==> config.mk <==
export PLATFORM = sky130hd
export DESIGN_NAME = key_event_gen
export DESIGN_NICKNAME = d
export VERILOG_FILES = /design/src/rtl/key_event_gen.sv
export SDC_FILE = /design/constraint.sdc
export NUM_CORES = 1
export LEC_CHECK = 0
export BUFFER_PORTS_ARGS = -buffer_cell sky130_fd_sc_hd__clkbuf_2
export CORE_UTILIZATION = 30
export CTS_CLUSTER_SIZE = 24
export DETAILED_ROUTE_END_ITERATION = 7
export GPL_TIMING_DRIVEN = 0
export HOLD_SLACK_MARGIN = 0.05
export PLACE_DENSITY_LB_ADDON = 0.08
export SYNTH_ARGS = -nofsm -noshare
export SYNTH_HDL_FRONTEND = slang
export SYNTH_HIERARCHICAL = 1
export SYNTH_SLANG_ARGS = --single-unit
==> constraint.sdc <==
create_clock -name clock -period 2.8 [get_ports clock]
set_input_delay 0.14 -clock clock [delete_from_list [all_inputs] [get_ports clock]]
set_output_delay 0.14 -clock clock [all_outputs]
set_load 0.05 [all_outputs]
==> src/rtl/key_event_gen.sv <==
// Push-button front end: 2-FF synchroniser, tick-sampled debounce and registered
// press/release/auto-repeat pulses, one independent lane per key.

module key_event_lane #(
  parameter int DEBOUNCE_SAMPLES = 4,
  parameter int REPEAT_DELAY     = 64,
  parameter int REPEAT_RATE      = 16
) (
  input  logic clock,
  input  logic reset,
  input  logic i_tick,
  input  logic i_s,
  input  logic i_repeat_en,
  output logic o_level,
  output logic o_down,
  output logic o_up,
  output logic o_repeat,
  output logic o_long
);
  localparam int DW = $clog2(DEBOUNCE_SAMPLES + 1);
  localparam int HW = $clog2(REPEAT_DELAY + REPEAT_RATE + 1);
  localparam int PW = $clog2(REPEAT_RATE + 1);
  localparam logic [DW-1:0] DEB_LAST  = DW'(DEBOUNCE_SAMPLES - 1);
  localparam logic [HW-1:0] HOLD_FIRE = HW'(REPEAT_DELAY - 1);
  localparam logic [HW-1:0] HOLD_RPT  = HW'(REPEAT_DELAY);
  localparam logic [HW-1:0] HOLD_MAX  = HW'(REPEAT_DELAY + REPEAT_RATE);
  localparam logic [PW-1:0] PH_LAST   = PW'(REPEAT_RATE - 1);

  typedef enum logic [1:0] {IDLE, PRESS_CHK, HELD, RELEASE_CHK} state_t;

  state_t        r_state;
  logic [DW-1:0] r_deb;
  logic [HW-1:0] r_hold;
  logic [PW-1:0] r_phase;
  logic          r_level, r_down, r_up, r_repeat, r_long;

  always_ff @(posedge clock or negedge reset) begin
    if (!reset) begin
      r_state  <= IDLE;
      r_deb    <= '0;
      r_hold   <= '0;
      r_phase  <= '0;
      r_level  <= 1'b0;
      r_down   <= 1'b0;
      r_up     <= 1'b0;
      r_repeat <= 1'b0;
      r_long   <= 1'b0;
    end else begin
      r_down   <= 1'b0;
      r_up     <= 1'b0;
      r_repeat <= 1'b0;
      if (i_tick) begin
        case (r_state)
          IDLE: if (i_s) begin
            if (DEBOUNCE_SAMPLES == 1) begin
              r_state <= HELD;
              r_level <= 1'b1;
              r_down  <= 1'b1;
            end else begin
              r_state <= PRESS_CHK;
              r_deb   <= DW'(1);
            end
          end
          PRESS_CHK: if (!i_s) begin
            r_state <= IDLE;
            r_deb   <= '0;
          end else if (r_deb == DEB_LAST) begin
            r_state <= HELD;
            r_deb   <= '0;
            r_level <= 1'b1;
            r_down  <= 1'b1;
          end else begin
            r_deb <= r_deb + 1'b1;
          end
          HELD: if (i_s) begin
            if (r_hold != HOLD_MAX) r_hold <= r_hold + 1'b1;
            // Phase counter keeps repeats going once hold has saturated.
            if (r_hold == HOLD_FIRE) begin
              r_long   <= 1'b1;
              r_phase  <= '0;
              r_repeat <= i_repeat_en;
            end else if (r_hold >= HOLD_RPT) begin
              if (r_phase == PH_LAST) begin
                r_phase  <= '0;
                r_repeat <= i_repeat_en;
              end else begin
                r_phase <= r_phase + 1'b1;
              end
            end
          end else if (DEBOUNCE_SAMPLES == 1) begin
            r_state <= IDLE;
            r_level <= 1'b0;
            r_long  <= 1'b0;
            r_hold  <= '0;
            r_phase <= '0;
            r_up    <= 1'b1;
          end else begin
            r_state <= RELEASE_CHK;
            r_deb   <= DW'(1);
          end
          RELEASE_CHK: if (i_s) begin
            r_state <= HELD;
            r_deb   <= '0;
          end else if (r_deb == DEB_LAST) begin
            r_state <= IDLE;
            r_deb   <= '0;
            r_level <= 1'b0;
            r_long  <= 1'b0;
            r_hold  <= '0;
            r_phase <= '0;
            r_up    <= 1'b1;
          end else begin
            r_deb <= r_deb + 1'b1;
          end
          default: r_state <= IDLE;
        endcase
      end
    end
  end

  assign o_level  = r_level;
  assign o_down   = r_down;
  assign o_up     = r_up;
  assign o_repeat = r_repeat;
  assign o_long   = r_long;
endmodule

module key_event_gen #(
  parameter int NUM_KEYS         = 2,
  parameter int ACTIVE_LOW       = 1,
  parameter int SAMPLE_DIV       = 1024,
  parameter int DEBOUNCE_SAMPLES = 4,
  parameter int REPEAT_DELAY     = 64,
  parameter int REPEAT_RATE      = 16
) (
  input  logic                clock,
  input  logic                reset,
  input  logic [NUM_KEYS-1:0] i_key_raw,
  input  logic [NUM_KEYS-1:0] i_repeat_en,
  output logic [NUM_KEYS-1:0] o_key_level,
  output logic [NUM_KEYS-1:0] o_key_down,
  output logic [NUM_KEYS-1:0] o_key_up,
  output logic [NUM_KEYS-1:0] o_key_repeat,
  output logic [NUM_KEYS-1:0] o_key_long
);
  localparam int PCW = $clog2(SAMPLE_DIV);
  localparam logic [PCW-1:0] PRESC_LAST = PCW'(SAMPLE_DIV - 1);
  // Synchroniser resets to the released pin level so no phantom press follows reset.
  localparam logic [NUM_KEYS-1:0] RAW_IDLE = (ACTIVE_LOW != 0) ? '1 : '0;

  logic [PCW-1:0]      r_presc;
  logic [NUM_KEYS-1:0] r_sync1, r_sync2;
  logic [NUM_KEYS-1:0] w_s;
  logic                w_tick;

  assign w_tick = (r_presc == PRESC_LAST);
  assign w_s    = (ACTIVE_LOW != 0) ? ~r_sync2 : r_sync2;

  always_ff @(posedge clock or negedge reset) begin
    if (!reset) begin
      r_presc <= '0;
      r_sync1 <= RAW_IDLE;
      r_sync2 <= RAW_IDLE;
    end else begin
      r_presc <= w_tick ? '0 : r_presc + 1'b1;
      r_sync1 <= i_key_raw;
      r_sync2 <= r_sync1;
    end
  end

  for (genvar g = 0; g < NUM_KEYS; g++) begin : g_lane
    key_event_lane #(
      .DEBOUNCE_SAMPLES(DEBOUNCE_SAMPLES),
      .REPEAT_DELAY    (REPEAT_DELAY),
      .REPEAT_RATE     (REPEAT_RATE)
    ) u_lane (
      .clock      (clock),
      .reset      (reset),
      .i_tick     (w_tick),
      .i_s        (w_s[g]),
      .i_repeat_en(i_repeat_en[g]),
      .o_level    (o_key_level[g]),
      .o_down     (o_key_down[g]),
      .o_up       (o_key_up[g]),
      .o_repeat   (o_key_repeat[g]),
      .o_long     (o_key_long[g])
    );
  end
endmodule
# ---- Word level (Yosys, flattened, before mapping)
# Index checks and enable logic that the tools add are counted.
dict set report totals {
  ff_bits 58
  latch_bits 0
  ramBits 0
  rom_bits 0
  in_bits 6
  out_inout_bits 10
  elab_cells 181
  n_memories 0
}
dict set report op_classes {
  n_addsub 7
  multipliers 0
  n_div 0
  n_lt_le_gt_ge 2
  n_eq_ne 39
  shift 0
  muxes 93
  bitwise 1
  n_reduce_logical 18
}
# operator n
set op_table {}
lappend op_table {{5-bit two-way mux} 12}
lappend op_table {{7-bit two-way mux} 8}
lappend op_table {{6-bit AND reduction} 8}
lappend op_table {{1-bit two-way mux} 38}
lappend op_table {{3-bit two-way mux} 10}
lappend op_table {{7-bit case mux with 2 select lines} 2}
lappend op_table {{2-bit two-way mux} 12}
lappend op_table {{3-bit case mux with 4 select lines} 2}
lappend op_table {{2-bit != test (second input constant)} 10}
lappend op_table {{5-bit case mux with 2 select lines} 2}
lappend op_table {{2-bit by 1-bit != test with 1-bit output (second input constant)} 8}
lappend op_table {{2-bit case mux with 4 select lines} 2}
lappend op_table {{7-bit by 1-bit adder with 7-bit output (second input constant)} 2}
lappend op_table {{7-bit by 6-bit equality test with 1-bit output (second input constant)} 2}
lappend op_table {{7-bit greater-or-equal comparator (second input constant)} 2}
lappend op_table {{7-bit != test (second input constant)} 2}
lappend op_table {{3-bit by 2-bit != test with 1-bit output (second input constant)} 4}
lappend op_table {{10-bit by 1-bit adder with 10-bit output (second input constant)} 1}
lappend op_table {{5-bit by 1-bit adder with 5-bit output (second input constant)} 2}
lappend op_table {{10-bit equality test (second input constant)} 1}
lappend op_table {{5-bit by 4-bit equality test with 1-bit output (second input constant)} 2}
lappend op_table {{10-bit two-way mux} 1}
lappend op_table {{5-bit AND reduction} 2}
lappend op_table {{2-bit equality test (second input constant)} 4}
lappend op_table {{9 further kinds} 21}

# ---- Depth between registers and ports, before layout
# Gate-level depths: netlist of run 1.
dict set report logic_depth {
  word_depth 7
  ltp_mapped 10
  mapped_depth_nobuf 7
}

# ---- Hierarchy
# Netlist of run 1, hierarchy kept.
# module instances cells_per_inst area_each_um2
set by_module_without_submodules {}
lappend by_module_without_submodules {{key_event_lane (g_lane[0].u_lane)} 1 125 1272.5}
lappend by_module_without_submodules {{key_event_lane (g_lane[1].u_lane)} 1 123 1221.2}
lappend by_module_without_submodules {key_event_gen 1 48 585.6}

# ---- Least setup slack after synthesis of run 1
# No wires, ideal clock.
dict set report synth_timing {
  kind {register -> register}
  from {register r_presc[0]}
  to {register g_lane[1].u_lane.r_phase[1]}
  t_arrival_ps 2266
  path_slack_ps 409
  path_stages_with_launch 9
  path_buffers 1
  period_less_slack_ps 2391
  cell_sequence {dfrtp_1 -> ha_1 -> nand2_1 -> nor4_4 -> buf_2 -> nand2_1 -> a21oi_1 -> and2_1 -> mux2_2}
}
dict set report synth_between {
  elab_chain_len 2
}
# item line
set synth_lines {}
lappend synth_lines {{start, declared} 151} ;# logic [PCW-1:0] r_presc;
lappend synth_lines {{start signal, assigned} 165} ;# r_presc <= w_tick ? '0 : r_presc + 1'b1;
lappend synth_lines {{10-bit equality test} 156} ;# assign w_tick = (r_presc == PRESC_LAST);
lappend synth_lines {{named net w_tick} 154} ;# logic w_tick;
lappend synth_lines {{6-bit AND reduction (no source line)} -}
lappend synth_lines {{end signal, assigned} 87} ;# r_phase <= r_phase + 1'b1;
lappend synth_lines {{end, declared} 34} ;# logic [PW-1:0] r_phase;
# The timed path passes the listed nets, and every way through them passes these cells.
# A chain may end at the register's enable or synchronous reset.

# ---- Final worst setup path of run 1
dict set report layout_timing {
  from {register r_presc[0]}
  to {register g_lane[1].u_lane.r_hold[5]}
}
dict set report layout_between {
  elab_chain_len 2
}
# item line
set layout_lines {}
lappend layout_lines {{10-bit equality test} 156}
lappend layout_lines {{named net w_tick} 154}
lappend layout_lines {{6-bit AND reduction (no source line)} -}
lappend layout_lines {{end signal, assigned} 76} ;# if (r_hold != HOLD_MAX) r_hold <= r_hold + 1'b1;
lappend layout_lines {{end, declared} 33} ;# logic [HW-1:0] r_hold;
# The timed path passes the listed nets, and every way through them passes these cells.

==> qor.txt, run 1 <==
======================================================================================
Number of nets in the synthesized netlist ...............................          311
Share of layout cells above drive strength 1 ............................        19.2%
Detail-routed net length per standard cell ..............................      13.0 um
Post-detailed-route via-to-cell ratio ...................................         4.80
Most instantiated flip-flop cell in the synthesis netlist ............... sky130_fd_sc_hd__dfrtp_1
Cell-by-cell listing of the critical path ............................... ha_2 > nand2_2 > nor4_4 > buf_4 > buf_2 > nand2_1 > a21o_1 > or4_1 > a21oi_1
Relative contribution of the clock network to total power ...............        43.4%
Reported leakage power ..................................................      1.58 nW
Highest clock rate ......................................................      385 MHz
Max-Cap Viols ...........................................................            0
Clock skew ..............................................................   0.00914 ns
Path type of the worst min-delay path ...................................      reg2reg
Synth Cell Area .........................................................    3080 um^2
Cell with the biggest individual delay on the critical path ............. sky130_fd_sc_hd__or4_1
Switching component of the power ........................................   0.000332 W
Maximum number of buffers from clock root to sink .......................            2
Design area .............................................................    3570 um^2
Status .................................................................. complete, no violations
Largest cells by area after synthesis ................................... sky130_fd_sc_hd__dfrtp_1, sky130_fd_sc_hd__ha_1, sky130_fd_sc_hd__dfstp_2, sky130_fd_sc_hd__nand2_1, sky130_fd_sc_hd__a21oi_1
Residual antenna-violating net count after detailed routing .............            0
Number of pins with negative max-slew slack in the final report .........            0
Detailed Place HPWL .....................................................      4230 um
EDFF count, synth .......................................................            0
Smallest hold slack .....................................................     0.349 ns
Combinational share of power ............................................         2.5%
Y dimension of the die ..................................................       103 um
Setup WS pre-CTS ........................................................    -0.182 ns
Via count of the first global-routing pass ..............................         2290
Slack of the worst reg-to-reg path ......................................      0.20 ns
Clk_lat worst skew ......................................................      0.33 ns
Sw Share ................................................................        21.3%
Fraction of the cycle the final worst path needs ........................        92.8%
Peak ir drop on the vdd network .........................................       188 uV
Via count ...............................................................         2238
Avg Cell Area, Syn ......................................................    10.4 um^2
Largest fanout on the critical path .....................................           10
Number of buffers created by CTS ........................................            9
Cell type with the largest total area after synthesis ................... sky130_fd_sc_hd__dfrtp_1
Die Wd ..................................................................       103 um
Overall Global Routing Usage ............................................        13.2%
Fraction of synthesized cell area taken by the top area cell type .......        43.9%
Count of yosys warnings during synthesis ................................            6
Data required, critical path ............................................      3.05 ns
Top cells by instance count after synthesis ............................. sky130_fd_sc_hd__dfrtp_1, sky130_fd_sc_hd__nand2_1, sky130_fd_sc_hd__inv_1
Final setup viols .......................................................            0
Area Growth Syn to Fin ..................................................        15.8%
Weighted congestion reported at the end of routability-driven placement .        0.753
Iteration-0 DRC Markers .................................................           97
Final Critical Period ...................................................      2.60 ns
Number of remaining DRC errors ..........................................            0
Power density relative to cell area .....................................  437 nW/um^2
Critical path capture point type ........................................    flip-flop
Count of buffers inserted at the top-level ports ........................           15
First-pass iteration count of the detailed router .......................            4
Antenna violations before repair ........................................            0
Ys async rst share ......................................................         100%
Wire length of the first global-routing pass ............................     10700 um
Number of levels in the clock H-tree ....................................            3
Arrival @ worst endpoint ................................................      2.85 ns
Syn Inst Count ..........................................................          296
Initial Util ............................................................        31.2%
Count of clock tree sinks ...............................................           58
Slew margin rel. ........................................................        46.5%
NumNets Final ...........................................................          343
Cell at the root of the clock tree ...................................... sky130_fd_sc_hd__clkbuf_8
Kind of critical path ...................................................      reg2reg
Final-report hold violation count .......................................            0
Sequential Power Share ..................................................        54.1%
Sequential element share of the synthesized area ........................        47.3%
Cell with the most instances after synthesis ............................ sky130_fd_sc_hd__dfrtp_1
Number of top-level pins ................................................           16
Die footprint ...........................................................   10700 um^2
Largest net degree at the start of global routing .......................           59
RSZ-0062 raised after global routing ....................................        false
Antenna diode count .....................................................            0
Area of the core ........................................................    9860 um^2
Reg clk slew, reported paths ............................................      0.07 ns
Setup TNS Final .........................................................         0 ns
Placed instance area ....................................................    3320 um^2
Count of standard-cell rows .............................................           36
Stage delay of the slowest cell on the critical path ....................      0.52 ns
Flip-flop and latch count after synthesis ...............................           58
Slew at the pin closest to its max-slew limit ...........................     0.802 ns
Clock tree from TritonCTS ...............................................         done
Minimum setup slack in the final design .................................     0.203 ns
Remaining global-route overflow .........................................            0
Power Internal ..........................................................    0.00123 W
Startpoint type of the worst setup path .................................    flip-flop
Total wire length after detailed routing ................................      6040 um
Number of unique standard cell types used by synthesis ..................           64
======================================================================================
[worst paths after layout]
check | end | depth (start not counted) | from
hold / removal | r_sync2[0]$_DFF_PN1_ | 0 | r_sync1[0]$_DFF_PN1_
min in group asynchronous | r_presc[8]$_DFF_PN0_ | 2 | reset
setup / recovery | g_lane[1].u_lane/r_hold[5]$_DFFE_PN0P_ | 9 | r_presc[0]$_DFF_PN0_
max in group asynchronous | g_lane[1].u_lane/r_hold[6]$_DFFE_PN0P_ | 2 | reset
setup reg to reg | g_lane[1].u_lane/r_hold[5]$_DFFE_PN0P_ | 9 | r_presc[0]$_DFF_PN0_
hold reg to reg | r_sync2[0]$_DFF_PN1_ | 0 | r_sync1[0]$_DFF_PN1_
[registers in the layout, indices dropped and copies added (netlist names), named ones only]
| name | count |
|---|---|
| g_lane.u_lane/r_deb | 6 |
| r_sync1 | 2 |
| r_sync2 | 2 |
| g_lane.u_lane/r_phase | 10 |
| g_lane.u_lane/o_level | 2 |
| g_lane.u_lane/r_state | 2 |
| g_lane.u_lane/o_repeat | 2 |
| g_lane.u_lane/o_down | 2 |
| r_presc | 10 |
| g_lane.u_lane/o_up | 2 |
| g_lane.u_lane/o_long | 2 |
| g_lane.u_lane/r_hold | 14 |
[placed cells by master (no fill, tap or decap), drive strengths merged, types with 5 or more instances in the layout]
cell type / Yosys / final
and2: 7 / 7
dfrtp: 54 / 54
o21ai: 13 / 13
inv: 17 / 17
nand2b: 7 / 7
nand2: 27 / 27
xor2: 6 / 6
dlygate4sd3: 0 / 5
clkbuf: 1 / 32
and3: 5 / 5
nand4: 9 / 9
nor2b: 6 / 6
a21oi: 17 / 17
ha: 9 / 9
nand3: 18 / 18
buf: 8 / 9
nor2: 14 / 14
mux2: 6 / 6
[repair_timing]
| action | 4_1_cts | 5_1_grt |
|---|---|---|
| endpoints found under the setup margin | 1 | 10 |
| hold endpoints to repair | 58 | 0 |
| gates resized for setup | 1 | 3 |
| buffers inserted | 0 | 1 |
| pin swaps | 0 | 1 |
| hold buffers | 5 | 0 |
[per-stage QoR]
stage                     utilization, %  power, W  std cells
after global routing                36.2   0.00165        466
after detailed placement            33.7  0.000895        444
after global placement              33.7  0.000894        444
after floorplan                        -  0.000870        296
final                               36.2   0.00156        466
after CTS                           36.0   0.00160        465
[critical path: cells and delay by family (launching register included)]
family | cells | cell delay (ns)
AOI/OAI and AO/OA | 2 | 0.42
buffers and inverters | 2 | 0.39
and+or+nand+nor | 4 | 1.05
DFF | 1 | 0.41
adders and majority gates | 1 | 0.24
[layout make-up]
cell class	instances	area, um^2
timing repair buffer	21	135
tap	133	166
inverter	17	63.8
sequential	58	1460
multi-input combinational	212	1520
clock buffer	16	170
fill	1013	6300
buffer	9	55.1
[power by group through the flow]
| stage | logic (W) | registers, W | clock network [W] |
|---|---|---|---|
| 2_1_floorplan | 0.0000110 | 0.000859 | 0 |
| 3_3_place_gp | 0.0000350 | 0.000859 | 0 |
| 3_5_place_dp | 0.0000355 | 0.000859 | 0 |
| 4_1_cts | 0.0000409 | 0.000844 | 0.000718 |
| 5_1_grt | 0.0000454 | 0.000844 | 0.000758 |
| 6_report | 0.0000384 | 0.000844 | 0.000678 |
[layer usage]
metal | wire length, um | vias up | GRT usage, %
met4 | 76 | 0 | 3.90
met5 | 0 | - | 0
met1 | 2910 | 1069 | 16.3
met3 | 212 | 6 | 4.77
li1 | - | 1133 | -
met2 | 2830 | 30 | 21.8
[kinds of logic (layout without fill, tap and decap cells)]
group / Yosys count / after routing / share of synthesized area (%)
AO/OA/AOI/OAI: 66 / 66 / 14.7
XOR/XNOR: 10 / 10 / 2.84
adder cells (fa/ha/maj): 9 / 9 / 3.66
buffers and inverters: 26 / 63 / 3.86
flip-flops: 58 / 58 / 47.3
multiplexers: 9 / 9 / 3.54
AND/OR/NAND/NOR: 118 / 118 / 24.1
Note: power is estimated with default switching activity, not from simulation.
==> run 2, diff against run 1 <==
--- a/config.mk
+++ b/config.mk
@@ -11,7 +11,7 @@
 export DETAILED_ROUTE_END_ITERATION = 7
 export GPL_TIMING_DRIVEN = 0
 export HOLD_SLACK_MARGIN = 0.05
-export PLACE_DENSITY_LB_ADDON = 0.08
+export PLACE_DENSITY = 0.56
 export SYNTH_ARGS = -nofsm -noshare
 export SYNTH_HDL_FRONTEND = slang
 export SYNTH_HIERARCHICAL = 1
==> qor.txt, run 2 (synthesis gave the netlist of run 1 again) <==
======================================================================================
Max-Cap Viols ...........................................................            0
Cell at the root of the clock tree ...................................... sky130_fd_sc_hd__clkbuf_8
Global-route track usage on met1 ........................................        15.6%
Arrival @ worst endpoint ................................................      2.83 ns
Detailed Place HPWL .....................................................      4080 um
Startpoint of the most critical hold path ............................... i_repeat_en[0]
First-pass iteration count of the detailed router .......................            4
Reported leakage power ..................................................      1.62 nW
Clock skew ..............................................................    0.0132 ns
Combined area of the multi-input logic cells ............................    1520 um^2
Final Critical Period ...................................................      2.62 ns
Sequential Power Share ..................................................        53.9%
Die footprint ...........................................................   10700 um^2
Total wire length after detailed routing ................................      6090 um
Reg clk slew, reported paths ............................................      0.06 ns
Slew at the pin closest to its max-slew limit ...........................     0.802 ns
Biggest register ........................................................ g_lane.u_lane/r_hold
Data required, critical path ............................................      3.01 ns
Most frequent cells in the layout ....................................... sky130_fd_sc_hd__dfrtp_1, sky130_fd_sc_hd__nand2_1, sky130_fd_sc_hd__inv_1, sky130_fd_sc_hd__nand3_1, sky130_fd_sc_hd__a21oi_1
Peak ir drop on the vdd network .........................................       312 uV
Clock tree from TritonCTS ...............................................         done
Power density relative to cell area .....................................  434 nW/um^2
Largest regs ............................................................ g_lane.u_lane/r_hold: 14 flops, g_lane.u_lane/r_phase: 10 flops, r_presc: 10 flops
Maximum number of buffers from clock root to sink .......................            2
Slew margin rel. ........................................................        46.5%
Via count ...............................................................         2328
Switching component of the power ........................................   0.000347 W
Largest net degree at the start of global routing .......................           59
Sw Share ................................................................        22.1%
Post-detailed-route via-to-cell ratio ...................................         4.93
Number of levels in the clock H-tree ....................................            3
Final-report hold violation count .......................................            0
Layout filler cell count ................................................          979
Y dimension of the die ..................................................       103 um
Share of layout cells above drive strength 1 ............................        21.5%
Largest fanout on the critical path .....................................            9
Global-route track usage on met2 ........................................        21.1%
Most common cell after layout, fill and taps aside ...................... sky130_fd_sc_hd__dfrtp_1
Power Internal ..........................................................    0.00122 W
Area Growth Syn to Fin ..................................................        17.4%
Design area .............................................................    3610 um^2
Residual antenna-violating net count after detailed routing .............            0
NumNets Final ...........................................................          349
Final non-filler cell total .............................................          472
Register Area ...........................................................    1460 um^2
Most utilized layer in the global route result ..........................         met2
Highest clock rate ......................................................      382 MHz
Count of clock tree sinks ...............................................           58
Worst Setup SP .......................................................... r_presc[0]$_DFF_PN0_
Reg-to-reg critical path startpoint ..................................... r_presc[0]$_DFF_PN0_
Weighted congestion reported at the end of routability-driven placement .        0.847
Startpoint type of the worst setup path .................................    flip-flop
Combinational share of power ............................................         2.4%
Clk_lat worst skew ......................................................      0.34 ns
Number of placed instances, taps included ...............................          444
Critical path capture point type ........................................    flip-flop
Die Wd ..................................................................       103 um
Placed instance area ....................................................    3320 um^2
Number of pins with negative max-slew slack in the final report .........            0
Wire length of the first global-routing pass ............................     10500 um
Initial Util ............................................................        31.2%
Iteration-0 DRC Markers .................................................           74
Antenna diode count .....................................................            0
Remaining global-route overflow .........................................            0
Antenna violations before repair ........................................            0
Count of buffers inserted at the top-level ports ........................           15
Number of remaining DRC errors ..........................................            0
Kind of critical path ...................................................      reg2reg
Area of the core ........................................................    9860 um^2
Fraction of the cycle the final worst path needs ........................        93.6%
Relative contribution of the clock network to total power ...............        43.7%
Met3 layer usage reported by global route ...............................        4.37%
Number of top-level pins ................................................           16
Status .................................................................. complete, no violations
Final setup viols .......................................................            0
Detail-routed net length per standard cell ..............................      12.9 um
Path type of the worst min-delay path ...................................       in2reg
Overall Global Routing Usage ............................................        13.0%
Number of flip-flops under the largest register name ....................           14
Number of buffers created by CTS ........................................            9
Via count of the first global-routing pass ..............................         2280
Count of standard-cell rows .............................................           36
======================================================================================
==> run 2: layout make-up <==
class	instances	area share [%]
clock inverter	3	0.416
multi-input combinational	212	42.0
buffer	9	1.59
sequential	58	40.3
inverter	17	1.77
clock buffer	13	4.40
timing repair buffer	27	4.92
tap	133	4.61
==> run 2: worst paths after layout <==
check                                                         endpoint  slack, ns  depth (start not counted)
worst min-delay path               g_lane[0].u_lane/o_repeat$_DFF_PN0_       0.10                          3
worst max-delay path            g_lane[0].u_lane/r_hold[4]$_DFFE_PN0P_       0.18                         10
min in group asynchronous        g_lane[0].u_lane/r_deb[1]$_DFFE_PN0P_       0.46                          2
max in group asynchronous              g_lane[0].u_lane/o_up$_DFF_PN0_       1.81                          2
worst max register to register  g_lane[0].u_lane/r_hold[4]$_DFFE_PN0P_       0.18                         10
worst min register to register                    r_sync2[0]$_DFF_PN1_       0.36                          0
==> run 2: repair_timing <==
item	4_1_cts	5_1_grt
buffers inserted	0	8
gates resized for setup	1	4
endpoints found under the setup margin	1	6
gates cloned	0	0
pin swaps	0	1
hold buffers	4	0
hold endpoints to repair	57	0
==> run 2: power by group through the flow <==
stage                     Sequential [W]  Clock (W)  Combinational (W)
after floorplan                 0.000859          0          0.0000110
after global placement          0.000859          0          0.0000339
after detailed placement        0.000859          0          0.0000349
after CTS                       0.000844   0.000720          0.0000393
after global routing            0.000843   0.000757          0.0000434
final                           0.000844   0.000685          0.0000376
==> run 2: metal layers <==
metal | vias to the layer above | part of all wire, %
met2 | 29 | 46
met3 | 12 | 3.5
met5 | - | 0
li1 | 1156 | -
met1 | 1131 | 49
met4 | 0 | 2.0
==> run 2: worst max-delay path, stage by stage, from the launching register on <==
cell and delay (ns):
sky130_fd_sc_hd__dfrtp_1 0.42, sky130_fd_sc_hd__ha_2 0.23, sky130_fd_sc_hd__nand2_1 0.13, sky130_fd_sc_hd__nor4_4 0.41
sky130_fd_sc_hd__buf_4 0.18, sky130_fd_sc_hd__buf_2 0.19, sky130_fd_sc_hd__nand2_1 0.17, sky130_fd_sc_hd__a21oi_4 0.24
sky130_fd_sc_hd__buf_4 0.16, sky130_fd_sc_hd__nand3_2 0.07, sky130_fd_sc_hd__mux2_4 0.30
==> run 2: metrics by stage <==
stage	utilization, %	setup slack [ns]	hold WS [ns]	total power, W	TNS (ns)
2_1_floorplan	-	0.409	-0.156	0.000870	0
3_3_place_gp	33.7	-0.122	0.231	0.000893	-0.122
3_5_place_dp	33.7	-0.102	0.235	0.000894	-0.102
4_1_cts	35.9	0.0519	0.0775	0.00160	0
5_1_grt	36.6	-0.00381	0.103	0.00164	-0.00381
6_report	36.6	0.180	0.103	0.00157	0
